<file path="src/rtl/spec_cfa_pkg.sv">
// rtl/spec_cfa_pkg.sv - shared sizes and types for speculated-subpath matching
package spec_cfa_pkg;

  localparam int unsigned NUM_PATHS = 4;
  localparam int unsigned MAX_LEN   = 8;

  // One recorded control-flow transfer
  typedef struct packed {
    logic [15:0] src;
    logic [15:0] dest;
  } cfa_entry_t;

  // Subpath length (0..MAX_LEN) and progress counter (0..MAX_LEN-1)
  typedef logic [3:0] path_len_t;
  typedef logic [2:0] prog_t;

  // Lengths beyond the table depth saturate at the table depth
  function automatic path_len_t clamp_len(input path_len_t len);
    return (len > path_len_t'(MAX_LEN)) ? path_len_t'(MAX_LEN) : len;
  endfunction

endpackage

</file>
<file path="src/rtl/spec_path_tracker.sv">
// rtl/spec_path_tracker.sv - entry table and progress tracking for one subpath
module spec_path_tracker
  import spec_cfa_pkg::*;
(
  input  logic        clk,
  input  logic        puc_n,
  input  logic        cfg_wen,
  input  logic [2:0]  cfg_idx,
  input  cfa_entry_t  cfg_entry,
  input  logic        cfg_len_wen,
  input  path_len_t   cfg_len,
  input  logic        step,
  input  logic        clear,
  input  cfa_entry_t  cflow_entry,
  input  logic [15:0] cflow_log_ptr,
  output logic        complete,
  output logic        prog_next_nz,
  output logic [15:0] start,
  output logic [15:0] start_next
);

  cfa_entry_t  entries [MAX_LEN];
  path_len_t   len;
  prog_t       prog;
  prog_t       prog_step;
  prog_t       prog_next;
  logic        enabled;
  logic        hit_cur;
  logic        hit_first;

  // A one-entry path would fire on every occurrence of its first transfer, so it is off
  assign enabled   = (len >= 4'd2);
  assign hit_cur   = (entries[prog] == cflow_entry);
  assign hit_first = (entries[0] == cflow_entry);

  // Advance, restart or drop the candidate for this subpath on a logged transfer
  always_comb begin
    prog_step  = prog;
    start_next = start;
    complete   = 1'b0;
    if (step && enabled) begin
      if (hit_cur) begin
        if (({1'b0, prog} + 4'd1) == len) begin
          complete  = 1'b1;
          prog_step = '0;
        end else begin
          prog_step = prog + 3'd1;
        end
        if (prog == '0) begin
          start_next = cflow_log_ptr;
        end
      end else if (hit_first) begin
        prog_step  = 3'd1;
        start_next = cflow_log_ptr;
      end else begin
        prog_step = '0;
      end
    end
    prog_next = clear ? prog_t'(0) : prog_step;
  end

  assign prog_next_nz = (prog_next != '0);

  // Configuration table and length, writable only through the gated strobes
  always_ff @(posedge clk or negedge puc_n) begin
    if (!puc_n) begin
      for (int i = 0; i < int'(MAX_LEN); i++) begin
        entries[i] <= '0;
      end
      len <= '0;
    end else begin
      if (cfg_wen) begin
        entries[cfg_idx] <= cfg_entry;
      end
      if (cfg_len_wen) begin
        len <= clamp_len(cfg_len);
      end
    end
  end

  // Progress counter and candidate start address
  always_ff @(posedge clk or negedge puc_n) begin
    if (!puc_n) begin
      prog  <= '0;
      start <= '0;
    end else begin
      prog  <= prog_next;
      start <= start_next;
    end
  end

endmodule

</file>
<file path="src/rtl/spec_path_match.sv">
// rtl/spec_path_match.sv - matches logged control flow against speculated subpaths
module spec_path_match
  import spec_cfa_pkg::*;
(
  input  logic        clk,
  input  logic        puc_n,
  input  logic        spec_en,
  input  logic        cfg_wen,
  input  logic [1:0]  cfg_path,
  input  logic [2:0]  cfg_idx,
  input  logic [15:0] cfg_src,
  input  logic [15:0] cfg_dest,
  input  logic        cfg_len_wen,
  input  logic [3:0]  cfg_len,
  input  logic        cflow_hw_wen,
  input  logic [15:0] cflow_log_ptr,
  input  logic [15:0] cflow_src,
  input  logic [15:0] cflow_dest,
  input  logic        flush,
  input  logic        ER_done,
  output logic        detect_active,
  output logic [15:0] active_block_cflog_addr,
  output logic        match_valid,
  output logic [1:0]  match_id
);

  cfa_entry_t             cfg_entry;
  cfa_entry_t             cflow_entry;
  logic                   step;
  logic                   clear;
  logic                   any_complete;
  logic [NUM_PATHS-1:0]   complete_v;
  logic [NUM_PATHS-1:0]   nz_v;
  logic [15:0]            start_v      [NUM_PATHS];
  logic [15:0]            start_next_v [NUM_PATHS];
  logic [1:0]             win_id;
  logic [15:0]            win_addr;
  logic [15:0]            act_addr;

  assign cfg_entry   = '{src: cfg_src, dest: cfg_dest};
  assign cflow_entry = '{src: cflow_src, dest: cflow_dest};

  // Abort sources win over a same-cycle log write, so no step happens then
  assign step         = spec_en & cflow_hw_wen & ~flush & ~ER_done;
  assign any_complete = |complete_v;
  assign clear        = ~spec_en | flush | ER_done | any_complete;

  for (genvar p = 0; p < int'(NUM_PATHS); p++) begin : g_path
    spec_path_tracker u_tracker (
      .clk           (clk),
      .puc_n         (puc_n),
      .cfg_wen       (~spec_en & cfg_wen & (cfg_path == 2'(p))),
      .cfg_idx       (cfg_idx),
      .cfg_entry     (cfg_entry),
      .cfg_len_wen   (~spec_en & cfg_len_wen & (cfg_path == 2'(p))),
      .cfg_len       (cfg_len),
      .step          (step),
      .clear         (clear),
      .cflow_entry   (cflow_entry),
      .cflow_log_ptr (cflow_log_ptr),
      .complete      (complete_v[p]),
      .prog_next_nz  (nz_v[p]),
      .start         (start_v[p]),
      .start_next    (start_next_v[p])
    );
  end

  // Lowest-index completion and lowest-index live candidate
  always_comb begin
    win_id   = '0;
    win_addr = start_v[0];
    act_addr = start_next_v[0];
    for (int p = int'(NUM_PATHS) - 1; p >= 0; p--) begin
      if (complete_v[p]) begin
        win_id   = 2'(p);
        win_addr = start_v[p];
      end
      if (nz_v[p]) begin
        act_addr = start_next_v[p];
      end
    end
  end

  // Registered outputs, one cycle after the logged transfer
  always_ff @(posedge clk or negedge puc_n) begin
    if (!puc_n) begin
      detect_active           <= 1'b0;
      active_block_cflog_addr <= '0;
      match_valid             <= 1'b0;
      match_id                <= '0;
    end else begin
      match_valid   <= any_complete;
      detect_active <= |nz_v;
      if (any_complete) begin
        match_id                <= win_id;
        active_block_cflog_addr <= win_addr;
      end else if (|nz_v) begin
        active_block_cflog_addr <= act_addr;
      end
    end
  end

endmodule

</file>
<file path="config.mk">
export PLATFORM = sky130hd
export DESIGN_NAME = spec_path_match
export DESIGN_NICKNAME = d
export VERILOG_FILES = /design/src/rtl/spec_cfa_pkg.sv /design/src/rtl/spec_path_tracker.sv /design/src/rtl/spec_path_match.sv
export SDC_FILE = /design/constraint.sdc
export NUM_CORES = 2
export LEC_CHECK = 0
export CAP_MARGIN = 20
export CORE_MARGIN = 5
export CORE_UTILIZATION = 40
export DETAILED_ROUTE_END_ITERATION = 10
export GPL_TIMING_DRIVEN = 0
export SLEW_MARGIN = 20
export SYNTH_ARGS = -nofsm -noshare
export SYNTH_HDL_FRONTEND = slang
export SYNTH_HIERARCHICAL = 1
export SYNTH_SLANG_ARGS = --single-unit
</file>
<file path="constraint.sdc">
create_clock -name clk -period 5.7 [get_ports clk]
set_input_delay 1.71 -clock clk [delete_from_list [all_inputs] [get_ports clk]]
set_output_delay 1.71 -clock clk [all_outputs]
set_load 0.02 [all_outputs]
</file>
Word level (Yosys, flattened, before mapping)
Cells that the tools add are included.
{"block": "totals", "mem_bits_rw": 0, "inputBits": 97, "memories": 0, "out_inout_bits": 20, "rom_bits": 0, "ff_bits": 1136, "latchBits": 0, "wordCells": 236}
{"block": "op_classes", "eq_ne": 15, "n_div": 0, "n_addsub": 8, "n_bitwise": 24, "shifts": 0, "mux": 81, "magnitude_cmp": 11, "reduce_logical": 17, "n_mul": 0}
{"operator": "256-bit bitwise mux", "n": 4}
{"operator": "16-bit 2-to-1 mux", "n": 26}
{"operator": "32-bit binary-select mux with 3-bit select", "n": 4}
{"operator": "32-bit 2-to-1 mux", "n": 9}
{"operator": "32-bit equality test", "n": 8}
{"operator": "32-bit demux with 3-bit select", "n": 1}
{"operator": "3-bit 2-to-1 mux", "n": 16}
{"operator": "4-bit >= comparator, second input constant", "n": 5}
{"operator": "3-bit inverter with 4-bit output", "n": 5}
{"operator": "3-bit by 1-bit adder with 4-bit output, second input constant", "n": 4}
{"operator": "4-bit equality test", "n": 4}
{"operator": "4-bit by 2-bit >= comparator with 1-bit output, second input constant", "n": 4}
{"operator": "1-bit 2-to-1 mux", "n": 16}
{"operator": "1-bit bitwise AND", "n": 13}
{"operator": "3-bit by 1-bit adder with 3-bit output, second input constant", "n": 4}
{"operator": "3-bit logical NOT", "n": 4}
{"operator": "3-bit nonzero test", "n": 4}
{"operator": "2-bit 2-to-1 mux", "n": 4}
{"operator": "4-bit OR reduction", "n": 2}
{"operator": "1-bit logical AND", "n": 5}
{"operator": "2-bit equality test, second input constant", "n": 2}
{"operator": "4-bit > comparator, second input constant", "n": 1}
{"operator": "4-bit by 1-bit less-than comparator with 1-bit output, second input constant", "n": 1}
{"operator": "4-bit 2-to-1 mux", "n": 1}
{"operator": "other kinds (5)", "n": 9}

Logic depth before layout (Yosys ltp)
{"block": "depth", "depth_word": 17, "ltp_mapped": 23}

Cells and area by module
Netlist, hierarchy kept.
{"module": "spec_path_tracker at g_path[1].u_tracker ...", "cells_each": 892, "area_each_um2": 13347.8, "instances": 3}
{"module": "spec_path_tracker at g_path[0].u_tracker", "cells_each": 866, "area_each_um2": 13173.9, "instances": 1}
{"module": "spec_path_match", "cells_each": 218, "area_each_um2": 1737.9, "instances": 1}

Worst setup path before layout
OpenSTA, ideal clock, no wires.
{"block": "synth_timing", "kind": "input to register", "start": "input port cflow_src[15]", "end": "register active_block_cflog_addr[15]", "path_slack_ps": 300, "setup_ps": 121, "t_arrival_ps": 5279, "n_path_buf": 3, "path_stages": 18, "cell_sequence": "or3_1 -> nand3_1 -> nor4_4 -> nand4_4 -> nor3_1 -> buf_2 -> nor4_4 -> buf_6 -> nand3_1 -> or4_1 -> o21a_1 -> o31ai_1 -> or3_1 -> inv_1 -> clkbuf_1 -> o21ai_0 -> a31oi_1 -> o22a_1"}
{"block": "synth_between", "word_cells_on_any_way": 62, "cone_classes": "8 x eq/ne; 46 x mux; 1 x bitwise; 7 x reduce/logical"}
{"item": "start: declaration", "line_no": "spec_path_match.sv:17", "text": "input logic [15:0] cflow_src,"}
{"item": "32-bit equality test (*)", "line_no": "spec_path_tracker.sv:33", "text": "assign hit_cur = (entries[prog] == cflow_entry);"}
{"item": "1-bit 2-to-1 mux (*)", "line_no": "spec_path_tracker.sv:42", "text": "if (hit_cur) begin"}
{"item": "1-bit 2-to-1 mux (*)", "line_no": "spec_path_tracker.sv:41", "text": "if (step && enabled) begin"}
{"item": "named net complete_v[1]", "line_no": "spec_path_match.sv:32", "text": "logic [NUM_PATHS-1:0] complete_v;"}
{"item": "4-bit OR reduction (*)", "line_no": "spec_path_match.sv:45", "text": "assign any_complete = |complete_v;"}
{"item": "1-bit OR (*)", "line_no": "spec_path_match.sv:46", "text": "assign clear = ~spec_en | flush | ER_done | any_complete;"}
{"item": "named net clear", "line_no": "spec_path_match.sv:30", "text": "logic clear;"}
{"item": "3-bit 2-to-1 mux (*)", "line_no": "spec_path_tracker.sv:59", "text": "prog_next = clear ? prog_t'(0) : prog_step;"}
{"item": "named net g_path[0].u_tracker.prog_next[0]", "line_no": "spec_path_tracker.sv:26", "text": "prog_t prog_next;"}
{"item": "3-bit nonzero test (*)", "line_no": "spec_path_tracker.sv:62", "text": "assign prog_next_nz = (prog_next != '0);"}
{"item": "named net nz_v[0]", "line_no": "spec_path_match.sv:33", "text": "logic [NUM_PATHS-1:0] nz_v;"}
{"item": "16-bit 2-to-1 mux", "line_no": "spec_path_match.sv:78", "text": "if (nz_v[p]) begin"}
{"item": "16-bit 2-to-1 mux", "line_no": "spec_path_match.sv:97", "text": "end else if (|nz_v) begin"}
{"item": "16-bit 2-to-1 mux", "line_no": "spec_path_match.sv:94", "text": "if (any_complete) begin"}
{"item": "end signal: assignment", "line_no": "spec_path_match.sv:96", "text": "active_block_cflog_addr <= win_addr;"}
{"item": "end signal: assignment", "line_no": "spec_path_match.sv:98", "text": "active_block_cflog_addr <= act_addr;"}
{"item": "end: declaration", "line_no": "spec_path_match.sv:22", "text": "output logic [15:0] active_block_cflog_addr,"}
The timed path passes the listed nets; every way through them passes the cells marked *. The select of a mux whose other input is x is not followed.
A chain may end at the register's enable or synchronous reset.

Final worst setup path
{"block": "layout_timing", "start": "register g_path[1].u_tracker.prog[0]", "end": "register active_block_cflog_addr[14]"}
{"block": "layout_between", "word_cells_on_any_way": 38, "cone_classes": "2 x add/sub; 2 x eq/ne; 24 x mux; 2 x bitwise; 8 x reduce/logical"}
{"item": "start: declaration", "line_no": "spec_path_tracker.sv:24", "text": "prog_t prog;"}
{"item": "start signal: assignment", "line_no": "spec_path_tracker.sv:87", "text": "prog <= prog_next;"}
{"item": "3-bit inverter with 4-bit output (implied by the code)", "line_no": "spec_path_tracker.sv:33"}
{"item": "32-bit binary-select mux with 3-bit select", "line_no": "spec_path_tracker.sv:33"}
{"item": "32-bit 2-to-1 mux (implied by the code) (2 in series)", "line_no": "spec_path_tracker.sv:33"}
{"item": "32-bit equality test", "line_no": "spec_path_tracker.sv:33"}
{"item": "1-bit 2-to-1 mux (*)", "line_no": "spec_path_tracker.sv:42"}
{"item": "1-bit 2-to-1 mux (*)", "line_no": "spec_path_tracker.sv:41"}
{"item": "named net complete_v[1]", "line_no": "spec_path_match.sv:32"}
{"item": "4-bit OR reduction (*)", "line_no": "spec_path_match.sv:45"}
{"item": "1-bit OR (*)", "line_no": "spec_path_match.sv:46"}
{"item": "named net clear", "line_no": "spec_path_match.sv:30"}
{"item": "3-bit 2-to-1 mux (*)", "line_no": "spec_path_tracker.sv:59"}
{"item": "3-bit nonzero test (*)", "line_no": "spec_path_tracker.sv:62"}
{"item": "named net nz_v[1]", "line_no": "spec_path_match.sv:33"}
{"item": "16-bit 2-to-1 mux (2 in series)", "line_no": "spec_path_match.sv:78"}
{"item": "16-bit 2-to-1 mux", "line_no": "spec_path_match.sv:97"}
{"item": "16-bit 2-to-1 mux", "line_no": "spec_path_match.sv:94"}
Marks and branches as above.

==> flow_results.org <==
** Power
- Of the total power, the share spent switching nets is 0.255.
- The share of total power dissipated in the clock network is 0.399.
- Combinational Power Share :: 0.133
- For this design the static power due to leakage is 28.1 nW.
- Power density cells :: 324 nW/um2
- The worst-case IR drop observed on VDD is approximately 0.25 mV.
- The completed layout was analyzed and its total power is about 21 mW.
- Power Internal :: 15.4 mW
- For this design the total switching power over the nets is 5.28 mW.
- Sequential share of power :: 0.468

** Global routing
- Entering global routing, the biggest net connects 145 pins.
- Number of global-route vias before repair :: 35741
- For this run, the total global-route usage over all layers was measured as 0.239.
- Global-route wire length before repair :: 255000 um
- Number of antenna violations at the first check in global routing :: 7
- Residual overflow from global routing :: 0

** STA
- Actual transition at the worst max-transition pin :: 1.15 ns
- Final-report hold violation count :: 0
- For this run, the top clock speed supported by timing is ~180 MHz.
- Fin worst setup slack :: 0.111 ns
- Final critical path time including I/O delays and setup :: 5.59 ns
- Headroom to the max-slew limit came out at 0.232.
- Unrepaired setup endpoints after global routing :: false
- The final count of pins violating max slew came to 0.
- Worst Skew :: around 0.079 ns
- Setup violations remaining at the end of the flow were counted as 0.
- Of the available clock period, the critical path in the final layout requires 0.981.

** Detailed routing
- After detailed routing, the number of remaining DRC violations is 0.
- In this run the remaining antenna-violating nets after routing total 0.
- Routed wire per std cell :: 29.4 um
- Summed over all layers, the routed wires come to 175000 um.
- Ratio of routed vias to standard cells :: just under 6
- Detailed-routing iteration count for the pre-antenna-repair pass :: 5
- Vias :: ~34000
- After the first detailed-routing iteration, the DRC count stood at 2928.

** Synthesis
- Sorting the synthesized cells by area gives the leading types as dfrtp_1 (52%), mux2_2 (22%), mux4_2 (7.1%).
- Most numerous cell in the Yosys netlist :: dfrtp_1
- Synthesis produced a netlist with a net count of roughly 3900.
- The Yosys step of the flow raised 6 warnings.
- For this run, the register share of the synthesized area comes to 0.517.
- Of all flip-flops after synthesis, the portion carrying an async set or reset was 1.00.
- Count of distinct cell types in the synthesized netlist :: 57
- Netlist area before placement :: 55000 um2
- In the synthesized netlist the dominant register cell turns out to be dfrtp_1.
- The biggest area contributor in the post-synthesis netlist is dfrtp_1.
- Post-synthesis sequential element count :: 1136
- The synthesized design contains 0 enable-type register cells.
- Synthesis produced a netlist whose cell count is 3760.
- Of the post-synthesis cell area, the dominant cell type holds 0.517.
- Syn Area/Cell :: between 10 and 15 um2
- Sorting the synthesized cells by how often they occur yields dfrtp_1 (1136), mux2_2 (1058), mux2i_1 (218).

** CTS
- Number of buffers inserted by hold repair at cts :: 0
- No sink is reached through more buffers than the 3 on the longest clock path.
- Clock tree from TritonCTS :: yes
- Clock tree sinks :: 1136
- For the worst-skew pair, the clock arrives at the later sink with an insertion delay of about 0.77 ns.
- Number of buffers added by the clock tree synthesis step :: 121
- CTS built an H-tree with a depth of 3.
- Root Buffer Master :: clkbuf_16
- Clock Pin Slew Worst Setup and Hold Paths :: approximately 0.06 ns

** Critical path
- Data arrives at the worst endpoint at between 6 and 7 ns.
- For flop-to-flop paths, the worst setup slack is 0.11 ns.
- Crit Path Max Fanout :: 11
- Category of the worst setup path capture point :: flip-flop
- Kind of start point of the critical path :: flip-flop
- By startpoint and endpoint, the worst setup path is classified as flip-flop to flip-flop.
- Critical path data required time :: 6.34 ns

** Final layout
- From synthesis to final layout, the design area changed by 16.0%.
- Count of nets after finishing :: 4151
- Final standard cell utilization of the core :: 0.465
- After routing the design area is 63800 um2.
- Filler Cells Inserted :: 12181
- Ratio of cells with drive above 1 in the final layout :: 0.417
- Register area :: 28400 um2
- The multi-input combinational cells in the finished layout cover a total of 25500 um2.

** Status
- Outcome :: completed

** Placed design
- At the end of routability-driven placement, the weighted congestion stood at 0.840.
- Once placement finished, the instance area stood at 59100 um2.
- During placement, the flow inserted port buffers numbering 115.
- Timing analysis after detailed placement gives a worst setup slack of -2.96 ns.
- Detailed placement finished with a half-perimeter wire length of 117000 um.

** Die
- Height of the die :: about 380 um
- During I/O placement, the number of pins put on the boundary was 117.
- In this run the core area contains 136 standard-cell rows.
- The die covers 145000 um2.
- The initial utilization of the core area, before any placement, comes to 0.401.
- Core ar. :: roughly 140000 um2
- Die extent in x :: 381 um

** Run
- Number of max-cap violations :: 0

** Min path
- The tightest min-delay check is of the flip-flop to flip-flop type.
==> cell usage in the layout, fill, tap and decap left out, types with 12 or more instances in the layout <==
| master | instances |
|---|---|
| mux2i_1 | 214 |
| xnor2_1 | 142 |
| mux4_1 | 12 |
| inv_1 | 25 |
| buf_2 | 67 |
| buf_4 | 31 |
| clkbuf_8 | 32 |
| buf_6 | 37 |
| clkbuf_2 | 12 |
| clkinv_2 | 22 |
| a31oi_1 | 17 |
| nor2b_1 | 37 |
| nand2_1 | 61 |
| nor4_4 | 12 |
| a21oi_1 | 37 |
| dfrtp_1 | 1133 |
| clkdlybuf4s50_1 | 49 |
| buf_16 | 26 |
| o22a_1 | 28 |
| a22oi_1 | 63 |
| a221oi_1 | 23 |
| nand3b_1 | 13 |
| o31ai_1 | 21 |
| clkbuf_16 | 122 |
| and3_1 | 25 |
| clkbuf_1 | 149 |
| o21ai_0 | 59 |
| nor3_1 | 16 |
| nand4_1 | 54 |
| mux2_4 | 30 |
| nand2b_1 | 19 |
| nor2_1 | 25 |
| xor2_1 | 97 |
| mux4_2 | 174 |
| mux2_2 | 1058 |
| nand4b_1 | 12 |
| buf_12 | 16 |
==> critical path, cell delays in order, from the launching register on <==
cell      delay (ns)
dfrtp_2         0.48
nor2b_1         0.16
clkbuf_1        0.63
a22oi_1         0.30
and3_1          0.26
o22a_1          0.22
and4_1          0.24
nand4_4         0.18
nor3_4          0.10
buf_4           0.22
nor4_4          0.32
buf_6           0.26
nand3_4         0.22
o31ai_4         0.90
clkbuf_2        0.46
a21oi_1         0.12
a31oi_1         0.21
o22a_1          0.16
==> timing repair <==
action                     CTS  global route
setup endpoints to repair   29            16
pin swaps                    4             8
gates resized for setup    102            44
gates cloned                 1             0
buffers inserted             1             8
==> sequential cells by signal, indices dropped and copies added, names as in the netlist <==
register,count
g_path.u_tracker/start,64
detect_active,1
match_id,2
g_path.u_tracker/len,16
g_path.u_tracker/entries,1024
match_valid,1
active_block_cflog_addr,16
g_path.u_tracker/prog,12
==> worst paths after layout <==
path / from / end / cells past startpoint
min: g_path[3].u_tracker/entries[189] / g_path[3].u_tracker/entries[189] / 1
min in group asynchronous: puc_n / active_block_cflog_addr[6] / 1
max: g_path[1].u_tracker/prog[0] / active_block_cflog_addr[14] / 17
max reg2reg: g_path[1].u_tracker/prog[0] / active_block_cflog_addr[14] / 17
max in group asynchronous: puc_n / g_path[1].u_tracker/entries[102] / 5
min reg2reg: g_path[3].u_tracker/entries[189] / g_path[3].u_tracker/entries[189] / 1
==> per-stage QoR <==
| step | TNS [ns] | hold slack [ns] | instances |
|---|---|---|---|
| 2_1_floorplan | 0 | 0.470 | 3760 |
| 3_3_place_gp | - | 0.480 | 5669 |
| 3_5_place_dp | -62.84 | 0.486 | 5710 |
| 4_1_cts | 0 | 0.501 | 5933 |
| 5_1_grt | 0 | 0.508 | 5944 |
| 6_report | 0 | 0.497 | 5949 |
==> power by group through the flow <==
stage	Clock [mW]	Sequential, mW	Combinational, mW
2_1_floorplan	0	9.66	1.68
6_report	8.26	9.67	2.75
5_1_grt	8.75	9.78	2.96
3_5_place_dp	0	9.80	2.73
3_3_place_gp	0	9.86	2.61
4_1_cts	8.41	9.66	2.75
==> logic make-up after synthesis <==
family,after synthesis,share of synthesized area
AO/OA/AOI/OAI,284,0.0361
XOR/XNOR,244,0.0389
adder cells (fa/ha/maj),8,0.00182
buffers and inverters,248,0.0229
flip-flops,1136,0.517
multiplexers,1502,0.344
AND/OR/NAND/NOR,338,0.0392
==> routing by layer <==
layer,global-route usage,wire [um],up-vias
met1,0.342,80000,18683
met3,0.0387,9020,236
met5,0,23,-
li1,-,-,14631
met4,0.0788,6330,4
met2,0.373,79800,923
==> final cells by class <==
cell class / count / share of cell area
clock inverter: 43 / 0.00910
clock buffer: 180 / 0.0563
multi-input combinational: 2377 / 0.400
timing repair buffer: 165 / 0.0312
buffer: 219 / 0.0202
antenna: 9 / 0.000353
tap: 1794 / 0.0352
sequential: 1136 / 0.446
inverter: 26 / 0.00157
No activity file was read; power rests on OpenSTA's default activity.
